<file path="src/rtl/pipeline_mem_access.sv">
// -----------------------------------------------------------------------------
// pipeline_mem_access
//   Memory-access stage of the 5-stage pipeline. Accepts one instruction per
//   cycle from the execute/memory register. Loads and stores become a
//   request/acknowledge transaction on the data-memory bus. Store data is
//   replicated into byte lanes, and load data is sign- or zero-extended.
//   Upstream stages are held with stall_o while a transaction is outstanding.
//   Misaligned accesses, illegal funct3 values and bus timeouts produce a
//   faulting writeback pulse instead of reaching memory.
//
//   Bus handshake: dmem_req_o is high for every WAIT cycle, and all dmem_*
//   outputs stay stable while it is high. A transfer completes in the first
//   cycle in which dmem_req_o and dmem_ack_i are both high. dmem_ack_i is
//   ignored when no request is outstanding.
//
// Ports
//   clk_i, reset_i       clock; asynchronous active-low reset
//   valid_i ... pc_i     instruction bundle from execute/memory
//   dmem_*_i / dmem_*_o  data-memory bus
//   stall_o              hold all upstream stages
//   wb_*_o, fault*_o     registered writeback bundle (one-cycle pulse)
//   dbg_state_o          FSM state (0 IDLE, 1 WAIT)
// -----------------------------------------------------------------------------
module pipeline_mem_access #(
  parameter int unsigned TIMEOUT_CYCLES = 255
) (
  input  logic        clk_i,
  input  logic        reset_i,
  input  logic        valid_i,
  input  logic        mem_read_i,
  input  logic        mem_write_i,
  input  logic [2:0]  funct3_i,
  input  logic [31:0] alu_result_i,
  input  logic [31:0] store_data_i,
  input  logic [31:0] pc_i,
  input  logic [4:0]  rd_i,
  input  logic        reg_write_i,
  input  logic [1:0]  dmem_to_reg_i,
  input  logic [31:0] dmem_rdata_i,
  input  logic        dmem_ack_i,
  output logic        dmem_req_o,
  output logic        dmem_we_o,
  output logic [31:0] dmem_addr_o,
  output logic [31:0] dmem_wdata_o,
  output logic [3:0]  dmem_be_o,
  output logic        stall_o,
  output logic        wb_valid_o,
  output logic [4:0]  wb_rd_o,
  output logic        wb_reg_write_o,
  output logic [31:0] wb_data_o,
  output logic        fault_o,
  output logic [1:0]  fault_code_o,
  output logic        dbg_state_o
);

  typedef enum logic {S_IDLE = 1'b0, S_WAIT = 1'b1} state_t;

  localparam logic [9:0] LAST_CNT = 10'(TIMEOUT_CYCLES - 1);

  state_t      r_state, w_next_state;
  logic [9:0]  r_cnt;
  logic [31:0] r_addr, r_pc, r_wdata;
  logic [2:0]  r_funct3;
  logic        r_we, r_reg_write;
  logic [3:0]  r_be;
  logic [4:0]  r_rd;
  logic [1:0]  r_sel;

  logic        r_wb_valid, r_wb_reg_write, r_fault;
  logic [4:0]  r_wb_rd;
  logic [31:0] r_wb_data;
  logic [1:0]  r_fault_code;

  // Decode of the incoming instruction; both read and write high counts as a load.
  logic        w_is_load, w_is_store, w_is_mem, w_f3_ok, w_align_ok;
  logic [3:0]  w_be;
  logic [31:0] w_wdata;

  assign w_is_load  = mem_read_i;
  assign w_is_store = mem_write_i & ~mem_read_i;
  assign w_is_mem   = w_is_load | w_is_store;

  always_comb begin
    w_f3_ok = 1'b0;
    case (funct3_i)
      3'b000, 3'b001, 3'b010: w_f3_ok = 1'b1;
      3'b100, 3'b101:         w_f3_ok = w_is_load;
      default:                w_f3_ok = 1'b0;
    endcase
  end

  always_comb begin
    w_align_ok = 1'b1;
    case (funct3_i[1:0])
      2'b01:   w_align_ok = ~alu_result_i[0];
      2'b10:   w_align_ok = (alu_result_i[1:0] == 2'b00);
      default: w_align_ok = 1'b1;
    endcase
  end

  always_comb begin
    w_be    = 4'b1111;
    w_wdata = 32'h0;
    if (w_is_store) begin
      case (funct3_i[1:0])
        2'b00: begin
          w_be    = 4'b0001 << alu_result_i[1:0];
          w_wdata = {4{store_data_i[7:0]}};
        end
        2'b01: begin
          w_be    = 4'b0011 << alu_result_i[1:0];
          w_wdata = {2{store_data_i[15:0]}};
        end
        default: begin
          w_be    = 4'b1111;
          w_wdata = store_data_i;
        end
      endcase
    end
  end

  // Load extraction uses the latched low address bits of the outstanding access.
  logic [31:0] w_byte_sh, w_half_sh, w_load_data;
  assign w_byte_sh = dmem_rdata_i >> {r_addr[1:0], 3'b000};
  assign w_half_sh = dmem_rdata_i >> {r_addr[1], 4'b0000};

  always_comb begin
    case (r_funct3)
      3'b000:  w_load_data = {{24{w_byte_sh[7]}}, w_byte_sh[7:0]};
      3'b001:  w_load_data = {{16{w_half_sh[15]}}, w_half_sh[15:0]};
      3'b100:  w_load_data = {24'h0, w_byte_sh[7:0]};
      3'b101:  w_load_data = {16'h0, w_half_sh[15:0]};
      default: w_load_data = dmem_rdata_i;
    endcase
  end

  function automatic logic [31:0] wb_mux(input logic [1:0] sel, input logic [31:0] alu,
                                         input logic [31:0] pc, input logic [31:0] ld);
    case (sel)
      2'b01:   wb_mux = ld;
      2'b10:   wb_mux = pc + 32'd4;
      default: wb_mux = alu;
    endcase
  endfunction

  logic        w_latch, w_stall;
  logic        w_wb_valid_d, w_wb_reg_write_d, w_fault_d;
  logic [4:0]  w_wb_rd_d;
  logic [31:0] w_wb_data_d;
  logic [1:0]  w_fault_code_d;

  always_comb begin
    w_next_state     = r_state;
    w_latch          = 1'b0;
    w_stall          = 1'b0;
    w_wb_valid_d     = 1'b0;
    w_wb_rd_d        = r_wb_rd;
    w_wb_reg_write_d = r_wb_reg_write;
    w_wb_data_d      = r_wb_data;
    w_fault_d        = 1'b0;
    w_fault_code_d   = 2'b00;
    case (r_state)
      S_IDLE: begin
        if (valid_i) begin
          if (!w_is_mem) begin
            w_wb_valid_d     = 1'b1;
            w_wb_rd_d        = rd_i;
            w_wb_reg_write_d = reg_write_i;
            w_wb_data_d      = wb_mux(dmem_to_reg_i, alu_result_i, pc_i, 32'h0);
          end else if (!(w_f3_ok && w_align_ok)) begin
            w_wb_valid_d     = 1'b1;
            w_wb_rd_d        = rd_i;
            w_wb_reg_write_d = 1'b0;
            w_wb_data_d      = 32'h0;
            w_fault_d        = 1'b1;
            w_fault_code_d   = 2'b01;
          end else begin
            w_latch      = 1'b1;
            w_stall      = 1'b1;
            w_next_state = S_WAIT;
          end
        end
      end
      S_WAIT: begin
        if (dmem_ack_i) begin
          w_wb_valid_d     = 1'b1;
          w_wb_rd_d        = r_rd;
          w_wb_reg_write_d = r_reg_write;
          w_wb_data_d      = wb_mux(r_sel, r_addr, r_pc, w_load_data);
          w_next_state     = S_IDLE;
        end else if (r_cnt == LAST_CNT) begin
          // Final request cycle: drop the stall so upstream advances with the fault.
          w_wb_valid_d     = 1'b1;
          w_wb_rd_d        = r_rd;
          w_wb_reg_write_d = 1'b0;
          w_wb_data_d      = 32'h0;
          w_fault_d        = 1'b1;
          w_fault_code_d   = 2'b10;
          w_next_state     = S_IDLE;
        end else begin
          w_stall = 1'b1;
        end
      end
      default: w_next_state = S_IDLE;
    endcase
  end

  always_ff @(posedge clk_i or negedge reset_i) begin
    if (!reset_i) r_state <= S_IDLE;
    else          r_state <= w_next_state;
  end

  always_ff @(posedge clk_i or negedge reset_i) begin
    if (!reset_i) begin
      r_cnt          <= 10'd0;
      r_addr         <= 32'h0;
      r_pc           <= 32'h0;
      r_wdata        <= 32'h0;
      r_funct3       <= 3'b000;
      r_we           <= 1'b0;
      r_reg_write    <= 1'b0;
      r_be           <= 4'b0000;
      r_rd           <= 5'd0;
      r_sel          <= 2'b00;
      r_wb_valid     <= 1'b0;
      r_wb_reg_write <= 1'b0;
      r_wb_rd        <= 5'd0;
      r_wb_data      <= 32'h0;
      r_fault        <= 1'b0;
      r_fault_code   <= 2'b00;
    end else begin
      if (r_state == S_WAIT && w_next_state == S_WAIT) r_cnt <= r_cnt + 10'd1;
      else                                             r_cnt <= 10'd0;
      if (w_latch) begin
        r_addr      <= alu_result_i;
        r_pc        <= pc_i;
        r_wdata     <= w_wdata;
        r_funct3    <= funct3_i;
        r_we        <= w_is_store;
        r_reg_write <= reg_write_i;
        r_be        <= w_be;
        r_rd        <= rd_i;
        r_sel       <= dmem_to_reg_i;
      end
      r_wb_valid     <= w_wb_valid_d;
      r_wb_reg_write <= w_wb_reg_write_d;
      r_wb_rd        <= w_wb_rd_d;
      r_wb_data      <= w_wb_data_d;
      r_fault        <= w_fault_d;
      r_fault_code   <= w_fault_code_d;
    end
  end

  assign dmem_req_o     = (r_state == S_WAIT);
  assign dmem_we_o      = r_we;
  assign dmem_addr_o    = {r_addr[31:2], 2'b00};
  assign dmem_wdata_o   = r_wdata;
  assign dmem_be_o      = r_be;
  assign stall_o        = w_stall;
  assign wb_valid_o     = r_wb_valid;
  assign wb_rd_o        = r_wb_rd;
  assign wb_reg_write_o = r_wb_reg_write;
  assign wb_data_o      = r_wb_data;
  assign fault_o        = r_fault;
  assign fault_code_o   = r_fault_code;
  assign dbg_state_o    = r_state;

endmodule
</file>
<file path="config.mk">
export PLATFORM = sky130hd
export DESIGN_NAME = pipeline_mem_access
export DESIGN_NICKNAME = d
export VERILOG_FILES = /design/src/rtl/pipeline_mem_access.sv
export SDC_FILE = /design/constraint.sdc
export NUM_CORES = 1
export LEC_CHECK = 0
export CAP_MARGIN = 40
export CORE_ASPECT_RATIO = 1.25
export CORE_MARGIN = 2
export CORE_UTILIZATION = 50
export CTS_CLUSTER_SIZE = 40
export DETAILED_ROUTE_END_ITERATION = 16
export PLACE_DENSITY_LB_ADDON = 0.2
export SYNTH_ARGS = -nofsm -noshare
export SYNTH_HDL_FRONTEND = slang
export SYNTH_SLANG_ARGS = --single-unit
</file>
<file path="constraint.sdc">
create_clock -name clk_i -period 4.9 [get_ports clk_i]
set_input_delay 0.98 -clock clk_i [delete_from_list [all_inputs] [get_ports clk_i]]
set_output_delay 0.98 -clock clk_i [all_outputs]
set_load 0.03 [all_outputs]
</file>
# Word level (Yosys, flattened, before mapping)
# Index checks and enable logic that the tools add are counted.
# Widths: inputs -> output; s select.
[op_classes]
add_sub_neg = 3
n_eq_ne = 17
n_shift = 4
muxes = 51
bitwise = 5
reduce_logical = 9
[ops]
columns = ["operator", "n"]
rows = [
  ["$pmux 32 s2", 4],
  ["$mux 32", 6],
  ["$pmux 32 s4", 1],
  ["$add 32x3->32 const B", 2],
  ["$shr 32x5->16", 1],
  ["$shr 32x5->8", 1],
  ["$mux 5", 5],
  ["$mux 1", 22],
  ["$eq 3x3->1 const B", 4],
  ["$pmux 1 s2", 6],
  ["$add 10x1->10 const B", 1],
  ["$eq 10x8->1 const B", 1],
  ["$mux 10", 1],
  ["$pmux 5 s2", 1],
  ["$pmux 4 s2", 1],
  ["$eq 2x1->1 const B", 3],
  ["$eq 2x2->1 const B", 3],
  ["$eq 3x1->1 const B", 2],
  ["$logic_not 3->1", 2],
  ["$logic_not 2->1", 2],
  ["$mux 2", 2],
  ["$mux 4", 1],
  ["$pmux 2 s2", 1],
  ["$shl 1x2->4 const A", 1],
  ["12 further kinds", 15],
]
[word_totals]
register_bits = 165
out_inout_bits = 114

# Longest topological paths before layout
[depth]
depth_word = 10
depth_mapped = 12

# Worst setup path before layout
# No wires, ideal clock.
[synth_path]
kind = "input to output"
startpoint = "input port funct3_i[1]"
endpoint = "output port stall_o"
arrival_ns = 3.197
t_required_ns = 3.920
path_slack_ns = 0.723
path_stages = 11
path_buffers = 5
path_cell_list = "clkbuf_1 -> inv_1 -> ha_1 -> buf_2 -> nor2_1 -> a221o_1 -> nand2b_1 -> buf_2 -> buf_2 -> buf_2 -> nand2_1"
[synth_between]
elab_chain_cells = 8
[synth_rtl]
columns = ["element", "line", "text"]
rows = [
  ["start: declaration", "32", "input logic [2:0] funct3_i,"],
  ["$eq 3x1->1, or another cell as far along", "85", "case (funct3_i)"],
  ["$reduce_or 3->1 / $reduce_or 2->1 (equally long branches)", "85", ""],
  ["$pmux 1 s2", "85", ""],
  ["$logic_and 1x1->1 (*)", "170", "end else if (!(w_f3_ok && w_align_ok)) begin"],
  ["$mux 1 (*)", "170", ""],
  ["$mux 1 (*)", "165", "if (!w_is_mem) begin"],
  ["$mux 1 (*)", "164", "if (valid_i) begin"],
  ["$pmux 1 s2 (*)", "162", "case (r_state)"],
  ["end: declaration", "46", "output logic stall_o,"],
]
# Every way passes the cells marked *; elsewhere a longest branch is shown, timed or not.

# Worst setup path after layout
[layout_path]
startpoint = "input port funct3_i[0]"
endpoint = "output port stall_o"
# The elaborated chain is that of the path after synthesis.

==> flow_summary_export.csv <==
group,metric,value,unit
critical_path,arrival,3.55,ns
finish,fin_cells,1576,
critical_path,critPathSlowestCell,"clkdlybuf4s50_1",
global_routing,antenna_found_initial,0,
sta,min_period,4.53,ns
sta,tightestPinTransition,0.979,ns
run,drv_cap,0,
critical_path,crit_type,"in -> out",
global_routing,grt_pass1_vias,9353,
cts,cts_buffer_depth,2,
synthesis,synth-simple-area-share,22.8,%
cts,post_cts_buffers,0,
synthesis,synth_flop_cell,"dfrtp_1",
cts,numCtsBuffers,17,
cts,cts_hold_buf,0,
die,fp.dieH,160,um
critical_path,cp_common_cell,"clkdlybuf4s50_1",
sta,skew,0.0108,ns
critical_path,worst-path-buf-inv,3,
critical_path,cp_max_fo,25,
sta,fmax,221,MHz
synthesis,synth_area,9690,um2
finish,fin_nets,1488,
die,rows,56,
critical_path,cp_data_required_time,3.92,ns
global_routing,grt_pass1_wl,52100,um
global_routing,grt_max_degree,95,
critical_path,cp.depth,9,
critical_path,endpoint_kind,"output port",
route,ant_nets,0,
critical_path,slowest_delay,0.68,ns
power,irDropWorstVdd,0.284,mV
route,drt_iter0_markers,887,
cts,cts_num_sinks,165,
finish,layout-drive-gt1-share,6.47,%
synthesis,yosysWarnings,0,
sta,hold_violations,0,
synthesis,ys_types,69,
placement,gp_congestion,1.00,
synthesis,muxShareOfSynthArea,3.46,%
route,wl,33400,um
synthesis,synth_top_area_share,42.6,%
sta,finalMaxSlewViolations,0,
synthesis,async_reset_ff_share,100,%
cts,cts_tree,"yes",
route,routedWlPerCell,21.2,um
critical_path,cp-start-kind,"input pin",
synthesis,synth_top_area_cell,"dfrtp_1",
synthesis,synth-seq-cells,165,
finish,insertedDiodeCount,0,
power,p_leak,5.45,nW
finish,area_delta_synth_final,32.0,%
route,viasPerCell,5.96,
die,die_w,129,um
synthesis,ys_seq_area_share,42.6,%
cts,htreeDepth,4,
critical_path,crit_family,"buffers and inverters",
power,power_density,424,nW/um2
route,drc,0,
route,dr.pass1.iters,6,
sta,rsz0062_at_grt,"false",
cts,clk_pin_slew_worst_paths,0.07,ns
synthesis,synth_xor_xnor_area_share,5.61,%
synthesis,synth_fa_ha_area_share,1.29,%
placement,portBuffers,256,
synthesis,postSynthAreaPerCell,8.51,um2
cts,clockRootBuffer,"clkbuf_16",
placement,dp_hpwl,24800,um
sta,holdWs,0.477,ns
die,core_region_area,18900,um2
finish,final_cell_mix,"nand2_1 (291), clkdlybuf4s50_1 (255), dfrtp_1 (165)",
die,io_pins,259,
worst_hold_path,hold-path-cell-count,2,
sta,setup_tns,0,ns
synthesis,synthCells,1139,
die,die-area,20500,um2
die,initial_core_util,51.2,%
sta,post-route-period-util,92.5,%
run_status,status,"complete, no violations",
critical_path,critical_path.cell_chain,"clkdlybuf4s50_1, inv_1, ha_1, nor2b_1, o21bai_1, a221o_1, nand2b_4, nand2_1, clkdlybuf4s50_1",
sta,slew_headroom,34.6,%
critical_path,r2r_cells,6,
placement,placed_cells_incl_taps,1546,
cts,clk_latency,0.43,ns
synthesis,synth_compound_area_share,17.5,%
sta,setup_violations,0,
synthesis,synth-edff-count,0,
route,vias,9396,
finish,final_common_cell,"nand2_1",
worst_hold_path,worstHoldPathType,"reg -> reg",
global_routing,grt-ovfl-total,0,
synthesis,synth_top_family_by_area,"simple AND/OR/NAND/NOR gates",
cts,cts_resized,0,
global_routing,track_usage,32.9,%
synthesis,synth_area_leaders,"dfrtp_1 (43%), nand2_1 (11%), xnor2_1 (3.9%), o21ai_0 (3.3%), buf_4 (2.6%)",
sequential cells by signal, indices dropped and copies added, names as in the netlist, 2 cells and up:
| register | count |
|---|---|
| r_cnt | 10 |
| r_pc | 32 |
| r_sel | 2 |
| dmem_be_o | 4 |
| fault_code_o | 2 |
| dmem_wdata_o | 32 |
| wb_rd_o | 5 |
| wb_data_o | 32 |
| r_addr | 32 |
| r_rd | 5 |
| r_funct3 | 3 |
per-layer routing:
layer	up-vias	GRT usage, %	routed length [um]
li1	4323	-	-
met1	4454	39.8	12400
met2	522	53.0	15900
met3	97	9.28	3140
met4	0	17.3	1950
met5	-	0	0
synthesized netlist by cell type, types with 10 or more instances:
cell and count:
xor2_1 19, buf_4 33, clkbuf_1 45, nand4_1 21, a21oi_1 43, a22o_1 17, a22oi_1 22, nand2_1 291
nand2b_1 17, nand3_1 25, o21ai_2 12, buf_2 16, mux2i_1 20, ha_1 10, o21ai_0 64, a31oi_1 10
nor3_1 15, nor2_1 66, inv_1 28, mux2_2 12, xnor2_1 43, o221ai_1 11, dfrtp_1 165
path summary, 6_finish.rpt:
| kind | start | end | slack [ns] |
|---|---|---|---|
| max in group asynchronous | reset_i | dmem_wdata_o[7]$_DFFE_PN0P_ | 3.39 |
| min in group asynchronous | reset_i | r_addr[29]$_DFFE_PN0P_ | 0.56 |
| hold / removal | r_rd[0]$_DFFE_PN0P_ | r_rd[0]$_DFFE_PN0P_ | 0.48 |
| setup / recovery | funct3_i[0] | stall_o | 0.37 |
| hold reg to reg | r_rd[0]$_DFFE_PN0P_ | r_rd[0]$_DFFE_PN0P_ | 0.48 |
| setup reg to reg | dbg_state_o$_DFF_PN0_ | wb_data_o[11]$_DFFE_PN0P_ | 1.85 |
power breakdown:
group,internal (mW),leakage [nW],total (mW),switching (mW)
sequential,1.66,2.11,1.98,0.313
clock,0.754,0.282,1.34,0.582
combinational,0.842,3.06,2.11,1.27
total,3.26,5.45,5.43,2.16
worst min-delay path, stage by stage (launching register included):
cell     delay [ns]
dfrtp_1        0.34
nand2_1        0.05
nand2_1        0.06
through the flow:
stage	util, %	area, um2	setup WS (ns)	power (mW)
floorplan	-	9690	0.723	3.23
global placement	64.3	12200	0.422	4.04
detailed placement	64.6	12200	0.360	4.08
CTS	67.6	12800	0.347	5.41
global route	67.6	12800	0.236	5.68
finish	67.6	12800	0.368	5.43
cells by family (layout without fill, tap and decap cells):
logic type / after synthesis / count (layout)
flops: 165 / 165
fa+ha+maj: 10 / 10
compound gates: 250 / 250
simple gates: 489 / 489
mux: 32 / 32
other cells: 1 / 2
xor+xnor: 62 / 62
buf+inv: 130 / 334
layout make-up:
cell class                      instances  area [um2]
Fill cell                            1581        6130
Multi-Input combinational cell        845        4940
Sequential cell                       165        4130
Timing Repair Buffer                  274        2740
Clock buffer                           17         425
Tap cell                              232         290
Clock inverter                         13         146
Inverter                               30         113
(Power assumes the default switching activity.)
